**src/rtl/i2c_slave_rx.sv**
```systemverilog
// Write-only I2C target: oversampled scl/sda, START/STOP detection, 7-bit address match,
// ACK generation and a valid/ready byte hand-off to a local consumer.
module i2c_slave_rx #(
   parameter logic [6:0]  SLV_ADDR = 7'h2D,
   parameter int unsigned SYNC_STG = 2
) (
   input  logic       clk,
   input  logic       rstn,
   input  logic       scl,
   input  logic       sda_in,
   output logic       sda_oe,
   output logic [7:0] rx_data,
   output logic       rx_valid,
   input  logic       rx_ready,
   output logic       addr_hit,
   output logic       busy
);

   localparam logic [2:0] StIdle   = 3'd0;
   localparam logic [2:0] StAddr   = 3'd1;
   localparam logic [2:0] StAAck   = 3'd2;
   localparam logic [2:0] StData   = 3'd3;
   localparam logic [2:0] StDAck   = 3'd4;
   localparam logic [2:0] StDNack  = 3'd5;
   localparam logic [2:0] StIgnore = 3'd6;

   localparam int unsigned FILL = SYNC_STG + 1;
   localparam int unsigned FW   = $clog2(FILL + 1);

   // Input synchronizers; reset to the idle-bus level so no false edge follows reset.
   logic [SYNC_STG-1:0] scl_sync_q;
   logic [SYNC_STG-1:0] sda_sync_q;
   logic                scl_h_q;
   logic                sda_h_q;
   logic [FW-1:0]       fill_q;

   always_ff @(posedge clk or negedge rstn) begin
      if (!rstn) begin
         scl_sync_q <= '1;
         sda_sync_q <= '1;
         scl_h_q    <= 1'b1;
         sda_h_q    <= 1'b1;
         fill_q     <= '0;
      end else begin
         scl_sync_q <= {scl_sync_q[SYNC_STG-2:0], scl};
         sda_sync_q <= {sda_sync_q[SYNC_STG-2:0], sda_in};
         scl_h_q    <= scl_sync_q[SYNC_STG-1];
         sda_h_q    <= sda_sync_q[SYNC_STG-1];
         if (fill_q != FW'(FILL)) begin
            fill_q <= fill_q + FW'(1);
         end
      end
   end

   logic scl_s;
   logic sda_s;
   logic evt_en;
   logic scl_rise;
   logic scl_fall;
   logic start_evt;
   logic stop_evt;

   always_comb begin
      scl_s     = scl_sync_q[SYNC_STG-1];
      sda_s     = sda_sync_q[SYNC_STG-1];
      evt_en    = (fill_q == FW'(FILL));
      scl_rise  = evt_en &  scl_s & ~scl_h_q;
      scl_fall  = evt_en & ~scl_s &  scl_h_q;
      start_evt = evt_en &  scl_s &  scl_h_q &  sda_h_q & ~sda_s;
      stop_evt  = evt_en &  scl_s &  scl_h_q & ~sda_h_q &  sda_s;
   end

   logic [2:0] state_q,    state_d;
   logic [2:0] bit_cnt_q,  bit_cnt_d;
   logic [6:0] shift_q,    shift_d;
   logic       sda_oe_q,   sda_oe_d;
   logic       ack_ph_q,   ack_ph_d;
   logic [7:0] rx_data_q,  rx_data_d;
   logic       rx_valid_q, rx_valid_d;
   logic       addr_hit_q, addr_hit_d;
   logic       busy_q,     busy_d;

   always_comb begin
      state_d    = state_q;
      bit_cnt_d  = bit_cnt_q;
      shift_d    = shift_q;
      sda_oe_d   = sda_oe_q;
      ack_ph_d   = ack_ph_q;
      rx_data_d  = rx_data_q;
      rx_valid_d = 1'b0;
      addr_hit_d = addr_hit_q;
      busy_d     = busy_q;

      if (start_evt) begin
         state_d    = StAddr;
         bit_cnt_d  = 3'd0;
         addr_hit_d = 1'b0;
         sda_oe_d   = 1'b0;
         ack_ph_d   = 1'b0;
         busy_d     = 1'b1;
      end else if (stop_evt) begin
         state_d    = StIdle;
         bit_cnt_d  = 3'd0;
         addr_hit_d = 1'b0;
         sda_oe_d   = 1'b0;
         ack_ph_d   = 1'b0;
         busy_d     = 1'b0;
      end else begin
         unique case (state_q)
            StIdle: begin
            end
            StAddr: begin
               if (scl_rise) begin
                  shift_d   = {shift_q[5:0], sda_s};
                  bit_cnt_d = bit_cnt_q + 3'd1;
                  if (bit_cnt_q == 3'd7) begin
                     if (shift_q == SLV_ADDR && !sda_s) begin
                        state_d  = StAAck;
                        ack_ph_d = 1'b0;
                     end else begin
                        state_d = StIgnore;
                     end
                  end
               end
            end
            // First fall drives the ACK bit, second fall releases it after the 9th clock.
            StAAck, StDAck: begin
               if (scl_fall) begin
                  if (!ack_ph_q) begin
                     sda_oe_d = 1'b1;
                     ack_ph_d = 1'b1;
                     if (state_q == StAAck) begin
                        addr_hit_d = 1'b1;
                     end
                  end else begin
                     sda_oe_d  = 1'b0;
                     ack_ph_d  = 1'b0;
                     bit_cnt_d = 3'd0;
                     state_d   = StData;
                  end
               end
            end
            StData: begin
               if (rx_valid_q) begin
                  state_d  = rx_ready ? StDAck : StDNack;
                  ack_ph_d = 1'b0;
               end else if (scl_rise) begin
                  shift_d   = {shift_q[5:0], sda_s};
                  bit_cnt_d = bit_cnt_q + 3'd1;
                  if (bit_cnt_q == 3'd7) begin
                     rx_data_d  = {shift_q, sda_s};
                     rx_valid_d = 1'b1;
                  end
               end
            end
            StDNack: begin
               if (scl_fall) begin
                  if (!ack_ph_q) begin
                     ack_ph_d = 1'b1;
                  end else begin
                     ack_ph_d = 1'b0;
                     state_d  = StIgnore;
                  end
               end
            end
            StIgnore: begin
               sda_oe_d = 1'b0;
            end
            default: begin
               state_d  = StIdle;
               sda_oe_d = 1'b0;
            end
         endcase
      end
   end

   always_ff @(posedge clk or negedge rstn) begin
      if (!rstn) begin
         state_q    <= StIdle;
         bit_cnt_q  <= 3'd0;
         shift_q    <= 7'd0;
         sda_oe_q   <= 1'b0;
         ack_ph_q   <= 1'b0;
         rx_data_q  <= 8'h00;
         rx_valid_q <= 1'b0;
         addr_hit_q <= 1'b0;
         busy_q     <= 1'b0;
      end else begin
         state_q    <= state_d;
         bit_cnt_q  <= bit_cnt_d;
         shift_q    <= shift_d;
         sda_oe_q   <= sda_oe_d;
         ack_ph_q   <= ack_ph_d;
         rx_data_q  <= rx_data_d;
         rx_valid_q <= rx_valid_d;
         addr_hit_q <= addr_hit_d;
         busy_q     <= busy_d;
      end
   end

   assign sda_oe   = sda_oe_q;
   assign rx_data  = rx_data_q;
   assign rx_valid = rx_valid_q;
   assign addr_hit = addr_hit_q;
   assign busy     = busy_q;

endmodule

```
**config.mk**
```make
export PLATFORM = sky130hd
export DESIGN_NAME = i2c_slave_rx
export DESIGN_NICKNAME = d
export VERILOG_FILES = /design/src/rtl/i2c_slave_rx.sv
export SDC_FILE = /design/constraint.sdc
export NUM_CORES = 1
export LEC_CHECK = 0
export CORE_MARGIN = 2
export CORE_UTILIZATION = 55
export DETAILED_ROUTE_END_ITERATION = 12
export GPL_ROUTABILITY_DRIVEN = 0
export PLACE_DENSITY = 0.82
export SYNTH_ARGS = -nofsm -noshare
export SYNTH_HDL_FRONTEND = slang
export SYNTH_SLANG_ARGS = --single-unit
```
**constraint.sdc**
```tcl
create_clock -name clk -period 2 [get_ports clk]
set_clock_uncertainty 0.15 [all_clocks]
set_input_delay 0.4 -clock clk [delete_from_list [all_inputs] [get_ports clk]]
set_output_delay 0.4 -clock clk [all_outputs]
set_load 0.05 [all_outputs]
```
==> out/qor.yml, run 1 <==
status:
  outcome: "finished, final reports clean"
route:
  wl_um: 3030
  dr.pass1.iters: 4
  vias: 1136
  ant_nets: 0
  drcViolationCount: 0
  wl_per_cell_um: 15.6
  drt-met1-wl_um: 1300
  vias_per_cell: 5.86
  dr_wl_met3_um: 136
  met2WireLength_um: 1470
  drt-initial-drc-count: 34
  top_layer_used: "met4"
finish:
  layout_common_cells: "28 x dfrtp_1, 22 x buf_4, 16 x mux2_2"
  drive_above_1_share: 0.368
  antenna_cells: 0
  utilization: 0.693
  synthToLayoutAreaGrowth_pct: 20.9
  final_common_cell: "dfrtp_1"
  final_area_um2: 1900
  final.fill_count: 192
  stdcell_count: 194
  layout.nets: 170
timing:
  rsz0062_at_grt: "yes"
  period_minus_slack_ps: 1950
  finalSetupTns_ps: 0
  fmax_ghz: 0.513
  fin_crit_sh: 0.975
  worst_hold_slack_ps: 211
  tightest_slew_ps: 418
  setup_viol: 0
  finalHoldViolCount: 0
  worst_slack_ps: 49.6
  drv_slew: 0
  maxSlewHeadroom: 0.721
clock_network:
  clk_pin_slew_worst_paths_ps: 100
  holdBufCountCts: 0
  cts_sinks: 34
  cts_inserted_buffers: 5
  htreeDepth: 2
  clock-root-buffer: "clkbuf_4"
  clk_latency_ps: 340
  cts.path.max_buffers: 2
  cts_tree: "built"
placed_design:
  numPlacedInstances: 184
  placed_cell_area_um2: 1790
  io_buffers: 16
  dp_slack_ps: 12.8
  hpwlAfterDp_um: 2040
yosys:
  synth_area_um2: 1570
  yosysWarningCount: 0
  syn-num-nets: 142
  synth_flop_cell: "dfrtp_1"
  synth_cells: 134
  synth_seq_cells: 34
  ys_seq_area_frac: 0.547
  synth_edf_count: 0
  synth_cell_types: 37
  async_flop_share: 1.00
  syn_avg_cell_area_um2: 11.7
critical_path:
  start_kind: "register"
  crit_type: "register to register"
  crit_required_ps: 2120
  path_buf_inv: 0
  cpMaxStageDelayCell: "or4b_1"
  critPathMaxFanout: 3
  cp.arrival_ps: 2070
  critPathMaxStageDelay_ps: 510
  cp_cell_sequence: "ha_1 > ha_2 > nand4b_1 > a21oi_2 > a211oi_1 > or4b_1 > a21oi_1"
  crit_family: "simple AND/OR/NAND/NOR gates"
  endpoint_kind: "register"
power_and_ir_drop:
  p_leak_nw: 0.866
  power.density_nw_per_um2: 661
  ir_drop_mv: 0.673
  total_power_mw: 1.25
floorplanning:
  start_util: 0.573
  num_rows: 19
  die_x_um: 57.4
  die_h_um: 57.4
  core-area_um2: 2730
  die_area_um2: 3290
  ioPinCount: 17
global_route:
  overflow: 0
  grt_usage: 0.212
  grt_max_degree: 35
  grt_antenna_before_repair: 0
  grt_pass1_vias: 1214
  grt_pass1_wl_um: 5240
job:
  cap_viol_max_count: 0
min_path:
  hp-class: "register to register"
==> repair_timing <==
action / CTS / global route
setup buffers: 0 / 2
pin swaps: 0 / 1
endpoints found under the setup margin: 1 / 6
gates resized for setup: 1 / 3
==> worst paths after layout <==
path                          startpoint  cells after the start  slack, ps       endpoint
max in group asynchronous           rstn                      2       1060  scl_sync_q[1]
min                        sda_sync_q[0]                      0        210  sda_sync_q[1]
min in group asynchronous           rstn                      2        290         sda_oe
max                         bit_cnt_q[1]                      7         50       ack_ph_q
min reg2reg                sda_sync_q[0]                      0        210  sda_sync_q[1]
max reg2reg                 bit_cnt_q[1]                      7         50       ack_ph_q
==> cell families (layout without fill, tap and decap cells) <==
family	after synthesis	count (layout)	share of synthesized area
xor gates and xnor gates	2	2	0.0112
DFF	34	34	0.547
muxes	17	17	0.121
AOI/OAI and AO/OA	24	24	0.0910
adders and majority gates	4	4	0.0303
and+or+nand+nor	43	43	0.169
buffers and inverters	10	39	0.0295
==> metal layers <==
layer | global-route usage | up-vias
met5 | 0 | -
met4 | 0.140 | 0
met3 | 0.0612 | 14
met2 | 0.344 | 27
met1 | 0.243 | 555
li1 | - | 540
==> area by class of cell <==
| cell class | instances | area, µm² | area share |
|---|---|---|---|
| sequential | 34 | 858 | 0.453 |
| clock buffer | 8 | 78.8 | 0.0416 |
| inverter | 4 | 15.0 | 0.00792 |
| timing repair buffer | 27 | 225 | 0.119 |
| multi-input combinational | 90 | 679 | 0.358 |
| tap | 31 | 38.8 | 0.0205 |
==> report_power, final <==
group	internal, mW	switching (mW)
logic	0.0265	0.0325
clock network	0.240	0.229
registers	0.708	0.0159
total	0.975	0.277
==> cell usage after synthesis, types with 2 or more instances <==
master / instances / area, µm²
dfrtp_1: 28 / 701
mux2_2: 16 / 180
nor2_1: 11 / 41.3
a21oi_1: 9 / 45.0
o21ai_0: 7 / 35.0
dfstp_2: 6 / 158
nand2b_1: 5 / 31.3
buf_2: 4 / 20.0
inv_1: 4 / 15.0
nand2_1: 4 / 15.0
and3_1: 3 / 18.8
ha_1: 3 / 37.5
nand3_1: 3 / 15.0
nor3_1: 3 / 15.0
a211oi_1: 2 / 15.0
a22oi_1: 2 / 15.0
and4b_1: 2 / 20.0
nand4bb_1: 2 / 22.5
xnor2_1: 2 / 17.5
==> state kept, by name, indices dropped and copies added, names as in the netlist, 2 cells and up <==
name	count
bit_cnt_q	3
fill_q	2
rx_data	8
scl_sync_q	2
sda_sync_q	2
shift_q	7
state_q	3
(Power assumes the default switching activity.)
==> inputs of run 2 (changes only) <==
--- a/config.mk
+++ b/config.mk
@@ -5,8 +5,9 @@
 export SDC_FILE = /design/constraint.sdc
 export NUM_CORES = 1
 export LEC_CHECK = 0
+export ABC_AREA = 1
 export CORE_MARGIN = 2
-export CORE_UTILIZATION = 55
+export CORE_UTILIZATION = 56
 export DETAILED_ROUTE_END_ITERATION = 12
 export GPL_ROUTABILITY_DRIVEN = 0
 export PLACE_DENSITY = 0.82
==> run 2 against run 1 <==
Count of clock-buffer cells in the layout fell by 1. Largest cell class unchanged. Synthesized cell count up 47%. Flip-flop and latch count stayed put. Setup slack improved by 150 ps. Critical path type unchanged. Largest power group is now combinational logic. Critical endpoint is now state_q[1].
==> out/qor.yml, run 2 <==
critical_path:
  cp.arrival_ps: 1880  # -190 ps
  reg2reg_depth: 10  # +3
  crit_cells: 10  # +3
  crit_required_ps: 2070  # -50 ps
  path_buf_inv: 0  # unchanged
  critPathMaxStageDelay_ps: 370  # -140 ps
  cp_cell_sequence: "ha_1 > nand2_2 > nor2_4 > nand2_2 > nand2_8 > nor2_4 > nor2_4 > nand2_2 > nand2_1 > nand2_1"
  crit_type: "register to register"
  critPathMaxFanout: 8  # +5
  crit_family: "simple AND/OR/NAND/NOR gates"
  endpoint_kind: "register"
  start_kind: "register"
  cpMaxStageDelayCell: "dfrtp_1"
route:
  wl_um: 3010  # -0.73%
  ant_nets: 0  # unchanged
  drt-initial-drc-count: 71  # +110%
  vias: 1310  # +15%
  vias_per_cell: 5.18  # -12%
  dr.pass1.iters: 4  # unchanged
  wl_per_cell_um: 11.9  # -24%
  drcViolationCount: 0  # unchanged
power_and_ir_drop:
  internal_power_mw: 1.48  # +52%
  power.density_nw_per_um2: 1240  # +88%
  pwr-share-seq: 0.381  # -0.197
  p_comb_frac: 0.411  # +0.364
  p_leak_nw: 0.966  # +12%
  sw_frac_of_total: 0.403  # +0.182
  clockPowerShare: 0.208  # -0.167
  p_sw_mw: 0.998  # +260%
  ir_drop_mv: 0.525  # -22%
global_route:
  grt_pass1_wl_um: 5150  # -1.8%
  grt_usage: 0.193  # -0.0189
  grt_antenna_before_repair: 0  # unchanged
  grt_pass1_vias: 1206  # -0.66%
  grt_max_degree: 35  # unchanged
  overflow: 0  # unchanged
yosys:
  ys_seq_area_frac: 0.490  # -0.0571
  synth_area_um2: 1750  # +12%
  synth.area.mux_share: 0.00643  # -0.115
  synth_seq_cells: 34  # unchanged
  async_flop_share: 1.00  # unchanged
  synth_most_common_cell: "nand2_1"
  synth-adder-area-share: 0.0214  # -0.00888
  netlist_top_cells_count: "53 x nand2_1, 28 x dfrtp_1, 16 x inv_1, 16 x nand3_1, 13 x nor2_1"
  synth_top_family_by_area: "simple AND/OR/NAND/NOR gates"
  synth-xor-area-share: 0.00500  # -0.00617
  syn-num-nets: 205  # +44%
  synth-simple-area-share: 0.330  # +0.161
  synth_compound_area_frac: 0.0908  # -0.000203
  yosysWarningCount: 0  # unchanged
  synth_cell_types: 28  # -24%
  synth_top_area_frac: 0.400  # -0.0466
  synthTopCellsByArea: "dfrtp_1 40%, nand2_1 11%, dfstp_2 9.0%"
  synth_cells: 197  # +47%
  syn_avg_cell_area_um2: 8.89  # -24%
  synth_flop_cell: "dfrtp_1"
  synth_edf_count: 0  # unchanged
  yosys.area.top_type: "dfrtp_1"
finish:
  drive_above_1_share: 0.286  # -0.0817
  layout.nets: 227  # +34%
  layout_common_cells: "53 x nand2_1, 28 x dfrtp_1, 16 x inv_1, 16 x nand3_1"
  largest_reg_flops: 8  # unchanged
  utilization: 0.665  # -0.0288
  final_area_um2: 2000  # +5.3%
  antenna_cells: 0  # unchanged
  synthToLayoutAreaGrowth_pct: 14.0
  final_common_cell: "nand2_1"
clock_network:
  cts.path.max_buffers: 2  # unchanged
  cts_tree: "built"
  ctsResizeCount: 0  # -1
  clock-root-buffer: "clkbuf_4"
  htreeDepth: 2  # unchanged
  clk_latency_ps: 330  # about the same
  holdBufCountCts: 0  # unchanged
  post_cts_buffers: 0  # unchanged
  clk_pin_slew_worst_paths_ps: 100  # about the same
  cts_inserted_buffers: 5  # unchanged
  cts_sinks: 34  # unchanged
min_path:
  hp-class: "register to register"
  holdPathStages: 0  # unchanged
timing:
  finalSetupTns_ps: 0  # unchanged
  period_minus_slack_ps: 1800  # -145 ps
  fmax_ghz: 0.554  # +8.1%
  fin_crit_sh: 0.902  # -0.0727
  maxSlewHeadroom: 0.711  # -0.0100
  finalHoldViolCount: 0  # unchanged
  rsz0062_at_grt: "no"
  drv_slew: 0  # unchanged
  tightest_slew_ps: 433  # +15.0 ps
  setup_viol: 0  # unchanged
floorplanning:
  core-area_um2: 3000  # +9.8%
  die_area_um2: 3590  # +9.0%
  num_rows: 20  # +1
  die_x_um: 59.9  # +4.4%
  start_util: 0.583  # +0.00946
  die_h_um: 59.9  # +4.4%
  ioPinCount: 17  # unchanged
job:
  cap_viol_max_count: 0  # unchanged
status:
  outcome: "finished, final reports clean"
placed_design:
  placed_cell_area_um2: 1910  # +6.6%
  io_buffers: 16  # unchanged
  hpwlAfterDp_um: 2240  # +9.8%
==> run 2: path summary, 6_finish.rpt <==
kind	start	to	slack [ps]
hold / removal	scl_sync_q[0]	scl_sync_q[1]	210
setup reg to reg	fill_q[0]	state_q[1]	200
min in group asynchronous	rstn	addr_hit	320
max in group asynchronous	rstn	sda_sync_q[0]	1060
hold reg to reg	scl_sync_q[0]	scl_sync_q[1]	210
setup / recovery	fill_q[0]	state_q[1]	200
==> run 2: through the flow <==
step	total power, mW	cells	hold WS, ps	setup slack, ps
after floorplan	1.76	197	-45.6	344
after global placement	1.95	245	200	248
after detailed placement	1.97	245	200	210
after CTS	2.49	253	214	188
final	2.48	253	213	195
after global routing	2.67	253	220	40.0
==> run 2: layout make-up <==
class,instances,area [µm²]
timing repair buffer,17,138
fill,266,1010
sequential,34,858
tap,33,41.3
clock buffer,7,55.1
inverter,21,78.8
multi-input combinational,140,795
clock inverter,1,30.0
==> run 2: routing by layer <==
metal	track usage	vias up	part of all wire
met4	0.0730	0	0.014
met1	0.266	603	0.49
li1	-	680	-
met2	0.292	22	0.46
met3	0.0519	5	0.037
met5	0	-	0
==> run 2: kinds of logic after synthesis <==
group	Yosys count
fa+ha+maj	3
buf+inv	23
flops	34
simple gates	110
xor+xnor	1
compound gates	25
mux	1
==> run 2: worst register-to-register path, delay by kind of cell, from the launching register on <==
kind                     cells  cell delay, ps
flip-flops                   1             370
AND/OR/NAND/NOR              9             890
adder cells (fa/ha/maj)      1             290
==> run 2: power groups by stage <==
| stage | clock [mW] | sequential, mW | combinational (mW) |
|---|---|---|---|
| 2_1_floorplan | 0 | 1.00 | 0.762 |
| 3_5_place_dp | 0 | 0.956 | 1.02 |
| 5_1_grt | 0.564 | 0.960 | 1.14 |
| 6_report | 0.516 | 0.943 | 1.02 |
| 4_1_cts | 0.531 | 0.943 | 1.02 |
| 3_3_place_gp | 0 | 0.956 | 0.995 |
==> inputs of run 3 (changes only) <==
--- a/config.mk
+++ b/config.mk
@@ -6,7 +6,7 @@
 export NUM_CORES = 1
 export LEC_CHECK = 0
 export ABC_AREA = 1
-export CORE_MARGIN = 2
+export CORE_MARGIN = 3
 export CORE_UTILIZATION = 56
 export DETAILED_ROUTE_END_ITERATION = 12
 export GPL_ROUTABILITY_DRIVEN = 0
==> run 3 against run 2 <==
Sequential share of layout area decreased by 0.11 points. Sequential power about the same. Power decreased by 1.4%. Design area increased by 0.25%. Largest cell class unchanged. Clock power decreased by 10%.
==> out/qor.yml, run 3 (synthesis gave the netlist of run 2 again) <==
global_route:
  overflow: 0  # unchanged
  grt_usage: 0.186  # -0.00687
  grt_pass1_wl_um: 5210  # +1.2%
  grt_antenna_before_repair: 0  # unchanged
  grt_max_degree: 35  # unchanged
  grt_pass1_vias: 1263  # +4.7%
finish:
  layout_common_cells: "53 x nand2_1, 28 x dfrtp_1, 16 x inv_1, 16 x nand3_1"
  synthToLayoutAreaGrowth_pct: 14.3
  final_common_cell: "nand2_1"
  layout.nets: 227  # unchanged
  largest_reg_flops: 8  # unchanged
  antenna_cells: 0  # unchanged
  drive_above_1_share: 0.291  # +0.00455
  stdcell_count: 262  # +3.6%
  utilization: 0.696  # +0.0309
timing:
  fin_crit_sh: 0.887  # -0.0155
  drv_slew: 0  # unchanged
  period_minus_slack_ps: 1770  # -31.0 ps
  finalSetupTns_ps: 0  # unchanged
  worst_hold_slack_ps: 211  # -1.31 ps
  setup_viol: 0  # unchanged
  fmax_ghz: 0.564  # +1.7%
  tightest_slew_ps: 447  # +14.2 ps
  maxSlewHeadroom: 0.702  # -0.00946
  finalHoldViolCount: 0  # unchanged
  rsz0062_at_grt: "no"
critical_path:
  reg2reg_to: "bit_cnt_q[0]"
  cp_cell_sequence: "ha_1 > nand2_2 > nor2_4 > nand2_2 > nand2_8 > nor2_4 > nor2_8 > nand3_4 > nand2_1 > o21ai_1"
  crit_required_ps: 2120  # +50 ps
  critPathMaxStageDelay_ps: 400  # +30 ps
  start_kind: "register"
  rrSetupSlack_ps: 230  # +30 ps
  reg2reg_depth: 10  # unchanged
  endpoint_kind: "register"
  rr_startpoint: "fill_q[0]"
  crit_type: "register to register"
  critPathMaxFanout: 8  # unchanged
  cpMaxStageDelayCell: "dfrtp_1"
  cp.arrival_ps: 1890  # about the same
job:
  cap_viol_max_count: 0  # unchanged
floorplanning:
  num_rows: 19  # -5.0%
  ioPinCount: 17  # unchanged
  die_x_um: 61.9  # +3.3%
  core-area_um2: 2880  # -4.2%
  start_util: 0.609  # +0.0256
  die_h_um: 61.9  # +3.3%
  die_area_um2: 3830  # +6.8%
clock_network:
  htreeDepth: 2  # unchanged
  cts.path.max_buffers: 2  # unchanged
  holdBufCountCts: 0  # unchanged
  cts_inserted_buffers: 5  # unchanged
  cts_sinks: 34  # unchanged
  clock-root-buffer: "clkbuf_4"
  clk_pin_slew_worst_paths_ps: 110  # about the same
  clk_latency_ps: 340  # about the same
  cts_tree: "built"
  ctsResizeCount: 0  # unchanged
  post_cts_buffers: 0  # unchanged
placed_design:
  io_buffers: 16  # unchanged
  numPlacedInstances: 254  # +3.7%
  hpwlAfterDp_um: 2360  # +5.1%
min_path:
  holdPathStages: 0  # unchanged
  min_to: "scl_sync_q[1]"
  min_from: "scl_sync_q[0]"
  hp-class: "register to register"
power_and_ir_drop:
  clockPowerShare: 0.190  # -0.018
  ir_drop_mv: 0.715  # +36%
  internal_power_mw: 1.42  # -3.9%
  p_leak_nw: 0.965  # about the same
  p_comb_frac: 0.424  # +0.013
  sw_frac_of_total: 0.418  # +0.0152
  power.density_nw_per_um2: 1220  # -1.6%
  total_power_mw: 2.44  # -1.4%
  pwr-share-seq: 0.386  # +0.005
  p_sw_mw: 1.02  # +2.3%
route:
  dr.pass1.iters: 4  # unchanged
  met2WireLength_um: 1610  # +17%
  drcViolationCount: 0  # unchanged
  vias_per_cell: 5.03  # -2.8%
  ant_nets: 0  # unchanged
  dr_wl_met3_um: 143  # +28%
  drt-initial-drc-count: 56  # -21%
  top_layer_used: "met4"
  drt-met1-wl_um: 1270  # -14%
  wl_um: 3090  # +2.5%
  wl_per_cell_um: 11.8  # -1.0%
  vias: 1319  # +0.69%
status:
  outcome: "finished, final reports clean"
run 3: cell types whose count changed in the layout (fill, tap and decap cells not counted):
cell and delta:
clkbuf_8 +2, bufinv_16 -1, clkbuf_1 -1
run 3: how the worst max path moves through the flow:
stage,from,to,slack (ps)
floorplan,fill_q[0],state_q[1],340
global placement,fill_q[0],state_q[1],310
detailed placement,fill_q[0],state_q[1],200
CTS,fill_q[0],bit_cnt_q[0],200
global route,fill_q[0],state_q[0],70
finish,fill_q[0],bit_cnt_q[0],230
run 3: final cells by class:
class                      instances  area (µm²)
timing repair buffer              17         138
tap                               42        52.6
fill                             228         876
clock buffer                       8        78.8
sequential                        34         858
inverter                          21        78.8
multi-input combinational        140         795
run 3: power by group through the flow:
stage               clock [mW]  combinational, mW  sequential [mW]
floorplan                    0              0.762             1.00
CTS                      0.473               1.04            0.941
global route             0.505               1.16            0.959
detailed placement           0               1.04            0.954
finish                   0.464               1.04            0.942
global placement             0              0.987            0.948
run 3: layer usage:
layer	vias to the layer above	global-route usage
li1	671	-
met1	620	0.221
met2	22	0.324
met3	6	0.0496
met4	0	0.0667
met5	-	0
run 3: per-stage QoR:
step | worst slack, ps | cell area, µm²
6_report | 226 | 2000
5_1_grt | 66.8 | 2000
4_1_cts | 202 | 2000
3_5_place_dp | 203 | 1920
3_3_place_gp | 306 | 1920
2_1_floorplan | 344 | 1750
run 3: critical path: cells and delay by family (launching register included):
kind                       cells  cell delay (ps)
adders and majority gates      1              290
and+or+nand+nor                8              780
DFF                            1              400
AOI/OAI and AO/OA              1               90
